`config.mk`:
```
export PLATFORM = sky130hd
export DESIGN_NAME = pong_collision_unit_flat
export DESIGN_NICKNAME = d
export VERILOG_FILES = /design/src/rtl/pong_collision_if.sv /design/src/rtl/pong_collision_unit.sv /design/src/flat_wrapper.sv
export SDC_FILE = /design/constraint.sdc
export NUM_CORES = 1
export LEC_CHECK = 0
export CAP_MARGIN = 20
export CORE_ASPECT_RATIO = 0.8
export CORE_MARGIN = 5
export CORE_UTILIZATION = 36
export DETAILED_ROUTE_END_ITERATION = 12
export PLACE_DENSITY = 0.57
export SYNTH_ARGS = -nofsm -noshare
export SYNTH_HDL_FRONTEND = slang
export SYNTH_SLANG_ARGS = --single-unit
export TNS_END_PERCENT = 10
```
`constraint.sdc`:
```
create_clock -name clk -period 4 [get_ports clk]
set_input_delay 0.4 -clock clk [delete_from_list [all_inputs] [get_ports clk]]
set_output_delay 0.4 -clock clk [all_outputs]
set_load 0.005 [all_outputs]
```
`src/rtl/pong_collision_if.sv`:
```
// Bus between the game FSM / button pins and the collision unit:
// ball and paddle geometry in, collision and scoring flags out.
interface pong_collision_if;
    logic       button0;
    logic       button1;
    logic       button2;
    logic       button3;
    logic [9:0] ballX;
    logic [8:0] ballY;
    logic [5:0] paddlewidth;
    logic [8:0] paddle1Y;
    logic [8:0] paddle2Y;
    logic       coll_L;
    logic       coll_R;
    logic       coll_T;
    logic       coll_B;
    logic       outofbounds;
    logic [1:0] whoscored;

    modport master (
        output button0, button1, button2, button3, ballX, ballY, paddlewidth,
        input  paddle1Y, paddle2Y, coll_L, coll_R, coll_T, coll_B, outofbounds, whoscored
    );

    modport slave (
        input  button0, button1, button2, button3, ballX, ballY, paddlewidth,
        output paddle1Y, paddle2Y, coll_L, coll_R, coll_T, coll_B, outofbounds, whoscored
    );
endinterface

```
`src/rtl/pong_collision_unit.sv`:
```
// Paddle ownership plus ball/wall/paddle collision detection and the
// sticky scoring flag that closes the loop back to the game FSM.
module pong_collision_unit #(
    parameter int SCREEN_W  = 640,
    parameter int SCREEN_H  = 480,
    parameter int BALL_SIZE = 8,
    parameter int PAD_L_X   = 16,
    parameter int PAD_R_X   = 616,
    parameter int PAD_THICK = 8,
    parameter int PAD_STEP  = 4,
    parameter int MOVE_DIV  = 250000,
    parameter int CENTER_X  = 316,
    parameter int CENTER_Y  = 236
) (
    input  logic            clk,
    input  logic            reset,
    pong_collision_if.slave bus
);
    localparam int CNT_W = (MOVE_DIV > 1) ? $clog2(MOVE_DIV) : 1;
    localparam logic [CNT_W-1:0] CNT_LAST = CNT_W'(MOVE_DIV - 1);

    localparam logic [10:0] K_SCR_W = 11'(SCREEN_W);
    localparam logic [10:0] K_SCR_H = 11'(SCREEN_H);
    localparam logic [10:0] K_BALL  = 11'(BALL_SIZE);
    localparam logic [10:0] K_PAD_L = 11'(PAD_L_X);
    localparam logic [10:0] K_PAD_R = 11'(PAD_R_X);
    localparam logic [10:0] K_THICK = 11'(PAD_THICK);
    localparam logic [10:0] K_CX    = 11'(CENTER_X);
    localparam logic [10:0] K_CY    = 11'(CENTER_Y);
    localparam logic [8:0]  PAD_RST = 9'((SCREEN_H - 40) / 2);
    localparam logic signed [11:0] S_STEP = $signed(12'(PAD_STEP));

    typedef enum logic {PLAY, SCORED} state_t;

    function automatic logic [8:0] clamp_up(input logic [8:0] y);
        logic signed [11:0] t;
        t = $signed({3'b000, y}) - S_STEP;
        return (t < 12'sd0) ? 9'd0 : 9'(t);
    endfunction

    function automatic logic [8:0] clamp_down(input logic [8:0] y, input logic [10:0] lim);
        logic signed [11:0] t;
        t = $signed({3'b000, y}) + S_STEP;
        return (t > $signed({1'b0, lim})) ? 9'(lim) : 9'(t);
    endfunction

    function automatic logic [8:0] next_paddle(input logic [8:0] y, input logic up,
                                               input logic dn, input logic [10:0] lim);
        case ({up, dn})
            2'b10:   return clamp_up(y);
            2'b01:   return clamp_down(y, lim);
            default: return y;
        endcase
    endfunction

    function automatic logic vov(input logic [10:0] by, input logic [10:0] pad,
                                 input logic [10:0] pw);
        return (by + K_BALL > pad) && (by < pad + pw);
    endfunction

    logic [3:0]       btn_p0, btn_p1;
    logic [CNT_W-1:0] cnt_p0;
    logic             tick_p0;
    logic [8:0]       pad1_p1, pad2_p1;
    logic             coll_l_p1, coll_r_p1, coll_t_p1, coll_b_p1;
    state_t           state_p1;
    logic             oob_p1;
    logic [1:0]       who_p1;

    logic [10:0] bx_p0, by_p0, pw_p0, lim_p0, pad1_w, pad2_w;
    logic        left_exit_p0, right_exit_p0, recenter_p0, scored_p0;

    // ---- stage p0: synchronizers, move tick, widened operands
    always_ff @(posedge clk) begin
        if (reset) begin
            btn_p0 <= '0;
            btn_p1 <= '0;
            cnt_p0 <= '0;
        end else begin
            btn_p0 <= {bus.button3, bus.button2, bus.button1, bus.button0};
            btn_p1 <= btn_p0;
            cnt_p0 <= tick_p0 ? '0 : cnt_p0 + 1'b1;
        end
    end

    assign tick_p0       = (cnt_p0 == CNT_LAST);
    assign bx_p0         = {1'b0, bus.ballX};
    assign by_p0         = {2'b00, bus.ballY};
    assign pw_p0         = {5'b00000, bus.paddlewidth};
    assign lim_p0        = K_SCR_H - pw_p0;
    assign pad1_w        = {2'b00, pad1_p1};
    assign pad2_w        = {2'b00, pad2_p1};
    // bx >= SCREEN_W catches the 10-bit wrap when the FSM steps left past 0
    assign left_exit_p0  = (bx_p0 <= 11'd2) || (bx_p0 >= K_SCR_W);
    assign right_exit_p0 = (bx_p0 < K_SCR_W) && (bx_p0 + K_BALL >= K_SCR_W - 11'd2);
    assign recenter_p0   = (bx_p0 == K_CX) && (by_p0 == K_CY);
    assign scored_p0     = (state_p1 == SCORED);

    // ---- stage p1: paddles, collision flags, scoring state
    always_ff @(posedge clk) begin
        if (reset) begin
            pad1_p1 <= PAD_RST;
            pad2_p1 <= PAD_RST;
        end else if (tick_p0) begin
            pad1_p1 <= next_paddle(pad1_p1, btn_p1[0], btn_p1[1], lim_p0);
            pad2_p1 <= next_paddle(pad2_p1, btn_p1[2], btn_p1[3], lim_p0);
        end
    end

    always_ff @(posedge clk) begin
        if (reset) begin
            coll_l_p1 <= 1'b0;
            coll_r_p1 <= 1'b0;
            coll_t_p1 <= 1'b0;
            coll_b_p1 <= 1'b0;
        end else begin
            coll_t_p1 <= (by_p0 == 11'd0);
            coll_b_p1 <= (by_p0 + K_BALL >= K_SCR_H);
            coll_l_p1 <= !scored_p0 && (bx_p0 >= K_PAD_L) && (bx_p0 <= K_PAD_L + K_THICK)
                         && vov(by_p0, pad1_w, pw_p0);
            coll_r_p1 <= !scored_p0 && (bx_p0 + K_BALL >= K_PAD_R)
                         && (bx_p0 + K_BALL <= K_PAD_R + K_THICK) && vov(by_p0, pad2_w, pw_p0);
        end
    end

    // outofbounds is held steadily in SCORED so the FSM can debounce it
    always_ff @(posedge clk) begin
        if (reset) begin
            state_p1 <= PLAY;
            oob_p1   <= 1'b0;
            who_p1   <= 2'b00;
        end else begin
            case (state_p1)
                PLAY: begin
                    if (left_exit_p0) begin
                        state_p1 <= SCORED;
                        oob_p1   <= 1'b1;
                        who_p1   <= 2'b10;
                    end else if (right_exit_p0) begin
                        state_p1 <= SCORED;
                        oob_p1   <= 1'b1;
                        who_p1   <= 2'b01;
                    end
                end
                SCORED: begin
                    if (recenter_p0) begin
                        state_p1 <= PLAY;
                        oob_p1   <= 1'b0;
                        who_p1   <= 2'b00;
                    end
                end
            endcase
        end
    end

    assign bus.paddle1Y    = pad1_p1;
    assign bus.paddle2Y    = pad2_p1;
    assign bus.coll_L      = coll_l_p1;
    assign bus.coll_R      = coll_r_p1;
    assign bus.coll_T      = coll_t_p1;
    assign bus.coll_B      = coll_b_p1;
    assign bus.outofbounds = oob_p1;
    assign bus.whoscored   = who_p1;
endmodule

```
`src/flat_wrapper.sv`:
```
// flat-port wrapper written by rule: the top's interface ports become plain ports
module pong_collision_unit_flat 
#(
    parameter int SCREEN_W  = 640,
    parameter int SCREEN_H  = 480,
    parameter int BALL_SIZE = 8,
    parameter int PAD_L_X   = 16,
    parameter int PAD_R_X   = 616,
    parameter int PAD_THICK = 8,
    parameter int PAD_STEP  = 4,
    parameter int MOVE_DIV  = 250000,
    parameter int CENTER_X  = 316,
    parameter int CENTER_Y  = 236
)
  (clk, reset, bus_button0, bus_button1, bus_button2, bus_button3, bus_ballX, bus_ballY, bus_paddlewidth, bus_paddle1Y, bus_paddle2Y, bus_coll_L, bus_coll_R, bus_coll_T, bus_coll_B, bus_outofbounds, bus_whoscored);
  pong_collision_if bus_i ();
  input  logic clk;
  input  logic reset;
  input wire logic [$bits(bus_i.button0)-1:0] bus_button0;
  input wire logic [$bits(bus_i.button1)-1:0] bus_button1;
  input wire logic [$bits(bus_i.button2)-1:0] bus_button2;
  input wire logic [$bits(bus_i.button3)-1:0] bus_button3;
  input wire logic [$bits(bus_i.ballX)-1:0] bus_ballX;
  input wire logic [$bits(bus_i.ballY)-1:0] bus_ballY;
  input wire logic [$bits(bus_i.paddlewidth)-1:0] bus_paddlewidth;
  output wire logic [$bits(bus_i.paddle1Y)-1:0] bus_paddle1Y;
  output wire logic [$bits(bus_i.paddle2Y)-1:0] bus_paddle2Y;
  output wire logic [$bits(bus_i.coll_L)-1:0] bus_coll_L;
  output wire logic [$bits(bus_i.coll_R)-1:0] bus_coll_R;
  output wire logic [$bits(bus_i.coll_T)-1:0] bus_coll_T;
  output wire logic [$bits(bus_i.coll_B)-1:0] bus_coll_B;
  output wire logic [$bits(bus_i.outofbounds)-1:0] bus_outofbounds;
  output wire logic [$bits(bus_i.whoscored)-1:0] bus_whoscored;
  assign bus_i.button0 = bus_button0;
  assign bus_i.button1 = bus_button1;
  assign bus_i.button2 = bus_button2;
  assign bus_i.button3 = bus_button3;
  assign bus_i.ballX = bus_ballX;
  assign bus_i.ballY = bus_ballY;
  assign bus_i.paddlewidth = bus_paddlewidth;
  assign bus_paddle1Y = bus_i.paddle1Y;
  assign bus_paddle2Y = bus_i.paddle2Y;
  assign bus_coll_L = bus_i.coll_L;
  assign bus_coll_R = bus_i.coll_R;
  assign bus_coll_T = bus_i.coll_T;
  assign bus_coll_B = bus_i.coll_B;
  assign bus_outofbounds = bus_i.outofbounds;
  assign bus_whoscored = bus_i.whoscored;
  pong_collision_unit #(.SCREEN_W(SCREEN_W), .SCREEN_H(SCREEN_H), .BALL_SIZE(BALL_SIZE), .PAD_L_X(PAD_L_X), .PAD_R_X(PAD_R_X), .PAD_THICK(PAD_THICK), .PAD_STEP(PAD_STEP), .MOVE_DIV(MOVE_DIV), .CENTER_X(CENTER_X), .CENTER_Y(CENTER_Y)) u_core (.clk(clk), .reset(reset), .bus(bus_i));
endmodule
```
Word-level counts from Yosys, hierarchy flattened. Cells that the tools add are included. W data, S select, Z words.

Word-level logic and storage cells: 86. Input bits: 31. Register bits: 52. Output and inout port bits: 25.

Magnitude comparators: 17. Reductions and logical operators: 19. Mux-type cells: 18. Equality and inequality tests: 9. Add/subtract/negate cells: 10. Bitwise operators: 1.

Operators by type and width (number): $mux W9 (4); $pmux W9 S2 (2); $gt A12 B12 Y1 (2); $lt A12 B1 Y1 const B (2); $ge A11 B10 Y1 const B (2); $gt A11 B9 Y1 (2); $lt A9 B11 Y1 (2); $add A9 B3 Y10 const B (2); $add A9 B6 Y10 (2); $sub A9 B3 Y10 const B (2); $add A18 B1 Y18 const B (1); $eq A18 B18 Y1 const B (1); $add A10 B4 Y11 const B (1); $ge A11 B9 Y1 const B (1); $le A11 B10 Y1 const B (1); $logic_not A11 Y1 (1); $add A9 B4 Y10 const B (1); $eq A10 B9 Y1 const B (1); $ge A10 B10 Y1 const B (1); $ge A10 B5 Y1 const B (1); $le A10 B2 Y1 const B (1); $le A10 B5 Y1 const B (1); $logic_and A1 B1 Y1 (10); $lt A10 B10 Y1 const B (1); 16 further kinds (29).

Longest topological paths before layout.
Depth after elaboration: 6. Gate-level depth with buffers: 13. Mapped depth without buffers: 13.

Worst setup path before layout. Ideal clock, no wire load.

Kind: register to register. From: register u_core.pad2_p1[2] (netlist: u_core.bus.paddle2Y[2]). To: register u_core.pad2_p1[3] (netlist: u_core.bus.paddle2Y[3]). Path slack: 0.661 ns. Data arrival time: 3.212 ns. Required time: 3.873 ns. Stages on the path, launching flop included: 13. Path through: dfxtp_1 > clkbuf_1 > inv_1 > ha_1 > ha_1 > and4b_1 > a211oi_1 > o2bb2ai_1 > o41ai_1 > nor4_4 > mux2_4 > a211oi_1 > a31oi_1.

Cells in the longest elaborated chain, start to end: 4.

Ends and longest elaborated chain: from (decl) (RTL line pong_collision_unit.sv:64) `logic [8:0] pad1_p1, pad2_p1;`; from (signal assigned) (RTL line pong_collision_unit.sv:106) `pad2_p1 <= next_paddle(pad2_p1, btn_p1[2], btn_p1[3], lim_p0);`; $add A9 B3 Y10 / $sub A9 B3 Y10 (equally long branches) (RTL line pong_collision_unit.sv:43, pong_collision_unit.sv:37); $gt A12 B12 Y1 / $lt A12 B1 Y1 (equally long branches) (RTL line pong_collision_unit.sv:44, pong_collision_unit.sv:38); $mux W9 (on tied branches) (RTL line pong_collision_unit.sv:44, pong_collision_unit.sv:38); $pmux W9 S2 * (RTL line pong_collision_unit.sv:49) `case ({up, dn})`.

Every way passes the cells marked *; elsewhere a longest branch is shown, timed or not. A chain may end at the register's enable or synchronous reset.

Final worst setup path.
From: input bus_paddlewidth[1]. To: register u_core.pad2_p1[5] (netlist: u_core.bus.paddle2Y[5]).

Cells in the longest elaborated chain, start to end: 4.

Ends and longest elaborated chain: from (decl) (RTL line flat_wrapper.sv:25) `input wire logic [$bits(bus_i.paddlewidth)-1:0] bus_paddlewidth;`; $sub A9 B6 Y10 * (RTL line pong_collision_unit.sv:90) `assign lim_p0 = K_SCR_H - pw_p0;`; $gt A12 B12 Y1 (RTL line pong_collision_unit.sv:44) `return (t > $signed({1'b0, lim})) ? 9'(lim) : 9'(t);`; $mux W9 * (RTL line pong_collision_unit.sv:44); $pmux W9 S2 * (RTL line pong_collision_unit.sv:49).

Marks and branches as above.

==> flow_metrics.tcl <==
set metrics [dict create \
    post-cts-setup-buffer-count 0 \
    peakVddDrop_mv 0.301 \
    syn_area_um2 4780 \
    critical_path_arrival_ns 3.83 \
    start_util_pct 36.9 \
    grt_util_all_layers_pct 17.2 \
    placementRows 37 \
    viasPerCell 5.54 \
    h-tree-depth 2 \
    overflow 0 \
    min_period_ns 3.62 \
    synth.top_cell.area_share_pct 21.8 \
    insertedDiodeCount 0 \
    start_kind "primary input" \
    grt_pass1_vias 4269 \
    yosys.area.top_type "dfxtp_1" \
    wire_per_inst_um 16.4 \
    leakage_nw 2.40 \
    ctsHoldBuffers 0 \
    hold_viol_final 0 \
    holdCritPathClass "reg -> reg" \
    final_cell_area_um2 5710 \
    clkTransAtPathRegs_ns 0.08 \
    synth_most_common_cell "ha_1" \
    fin_nets 758 \
    syn_avg_cell_area_um2 7.92 \
    firstDrtPassIters 6 \
    fmax_ghz 0.276 \
    ys_warn_count 0 \
    synth_flop_cell "dfxtp_1" \
    slew_viol_final 0 \
    setup_tns_ns 0 \
    via_count 4617 \
    syn-num-nets 705 \
    ys_top_cells_by_count "68 x ha_1, 53 x nor2_1, 52 x dfxtp_1" \
    place.gp.congestion 0.883 \
    endpoint_kind "flip-flop" \
    ant_nets 0 \
    areaGrowthSynthToFinish_pct 19.3 \
    cts_buffers 5 \
    io_buffers 55 \
    fin_worst_skew_ns 0.00528 \
    antenna_found_initial 0 \
    ios 56 \
    syn_inst 604 \
    synth_edf_count 0 \
    timing.slew.headroom_pct 47.0 \
    drtIter0Drc 321 \
    hpwl_mm 10.7 \
    clockRootBuffer "clkbuf_16" \
    cts_resized 0 \
    synth_seq_cells 52 \
    ys_seq_area_share_pct 21.8 \
    status "complete, no violations" \
    setup_viol 0 \
    clk_path_buf_depth 2 \
    endpoint "u_core.bus.paddle2Y[5]" \
    p_per_area_nw_per_um2 221 \
    cp.required_ns 4.21 \
    maxCapViolCount 0 \
    power_w 0.00126 \
    grt_max_degree 32 \
    r2r_slack_ns 0.52 \
    synth-async-reset-ratio_pct 0 \
    ys_types 65 \
    critPathMaxFanout 7 \
    cts_tree "yes" \
    tightest_slew_ns 0.788 \
    die_w_um 139 \
    reg2reg_to "u_core.bus.paddle2Y[5]" \
    die_h_um 113 \
    drc_errors 0 \
    rr_worst_depth 12 \
    rsz0062_at_grt "false" \
    startpoint "bus_paddlewidth[1]" \
    coreArea_um2 13000 \
    fin_crit_sh_pct 90.4 \
    placed_area_um2 5560 \
    rr_startpoint "u_core.bus.paddle2Y[3]" \
    cts.sinks 52 \
    drt_wl_total_mm 13.7 \
    ys_top_cells_by_area "dfxtp_1 22%, ha_1 18%, xnor2_1 6.0%" \
    die_area_um2 15700 \
    drive_gt1_share_pct 4.56 \
    fin_util_pct 44.0 \
    worstSetupPathType "in -> reg" \
    insertion_delay_ns 0.30 \
    grt_pass1_wl_mm 22.3 \
]
[worst max-delay path, stage by stage]
cell and delay (ns):
clkdlybuf4s50_1 0.43, buf_4 0.18, nor3_1 0.24, xnor2_1 0.17
inv_1 0.10, ha_1 0.31, and4b_1 0.21, a211oi_1 0.31
o2bb2ai_1 0.14, o41ai_1 0.56, nor4_4 0.11, buf_4 0.19
mux2i_1 0.15, nand2_1 0.07, a221oi_1 0.25
[kinds of logic (layout without fill, tap and decap cells)]
group | after synthesis | count (layout) | synth area share [%]
buffers and inverters | 67 | 121 | 5.28
and+or+nand+nor | 209 | 209 | 23.1
muxes | 8 | 8 | 1.78
DFF | 52 | 52 | 21.8
xor gates and xnor gates | 46 | 46 | 8.42
adders and majority gates | 70 | 70 | 18.6
AOI/OAI and AO/OA | 152 | 152 | 21.0
[metrics by stage]
step                setup slack [ns]  cells  hold slack [ns]
floorplan                      0.661    604            0.414
global placement               0.202    825            0.422
detailed placement            0.0755    825            0.422
CTS                            0.403    833            0.441
global route                   0.161    833            0.461
finish                         0.382    833            0.441
[final cells by class]
class                   instances  area [um2]
fillers                      1327        7250
multi-input cells             485        3490
flip-flops and latches         52        1040
repair buffers                 65         626
well taps                     175         219
inverters                      48         180
clock buffers                   5         125
clock inverters                 3        27.5
[worst min path at each step]
stage	slack, ns	startpoint	depth (start not counted)	to
floorplan	0.41	u_core.btn_p0[0]	1	u_core.btn_p1[0]
global placement	0.42	u_core.btn_p0[2]	1	u_core.btn_p1[2]
detailed placement	0.42	u_core.btn_p0[3]	1	u_core.btn_p1[3]
CTS	0.44	u_core.btn_p0[3]	1	u_core.btn_p1[3]
global route	0.46	u_core.btn_p0[0]	1	u_core.btn_p1[0]
finish	0.44	u_core.btn_p0[3]	1	u_core.btn_p1[3]
[report_power, final]
part / internal (W) / leakage (nW) / switching, W / total, W
combinational: 0.000118 / 1.91 / 0.000141 / 0.000260
clock: 0.000239 / 0.0719 / 0.000229 / 0.000468
sequential: 0.000527 / 0.423 / 0.00000589 / 0.000533
[cells in the final DEF (no fill, tap or decap), types with 3 or more instances in the layout]
master and n:
nor2b_1 11, o21a_1 12, a32oi_1 3, clkdlybuf4s50_1 55, and3_1 13, nand2_1 34
clkbuf_16 5, inv_1 47, o21ai_1 9, mux2i_1 7, and4_1 4, a41o_1 3
buf_4 10, a221oi_1 3, nor3_1 17, xnor2_1 33, ha_1 68, nor4_1 12
a211oi_1 9, a31oi_1 4, a21oi_1 32, o41ai_1 4, nand3_1 28, a21o_1 6
o31a_1 3, nand4_1 17, o211ai_1 6, o21bai_1 8, nor2_1 53, xor2_1 13
or2_2 3, o21ai_0 31, dfxtp_1 52
[per-layer routing]
metal,global-route usage (%),vias up,part of all wire (%)
li1,-,2314,-
met1,25.1,2178,50
met2,26.6,117,44
met3,3.17,8,5.1
met4,3.59,0,0.97
met5,0,-,0
[sequential cells by signal, indices dropped and copies added (netlist names)]
register	cells
u_core.scored_p0	1
u_core.bus.coll_B	1
u_core.cnt_p0	18
u_core.btn_p1	4
u_core.bus.paddle1Y	9
u_core.bus.outofbounds	1
u_core.btn_p0	4
u_core.bus.coll_T	1
u_core.bus.coll_R	1
u_core.bus.coll_L	1
u_core.bus.paddle2Y	9
u_core.bus.whoscored	2
Note: power is estimated with default switching activity, not from simulation.
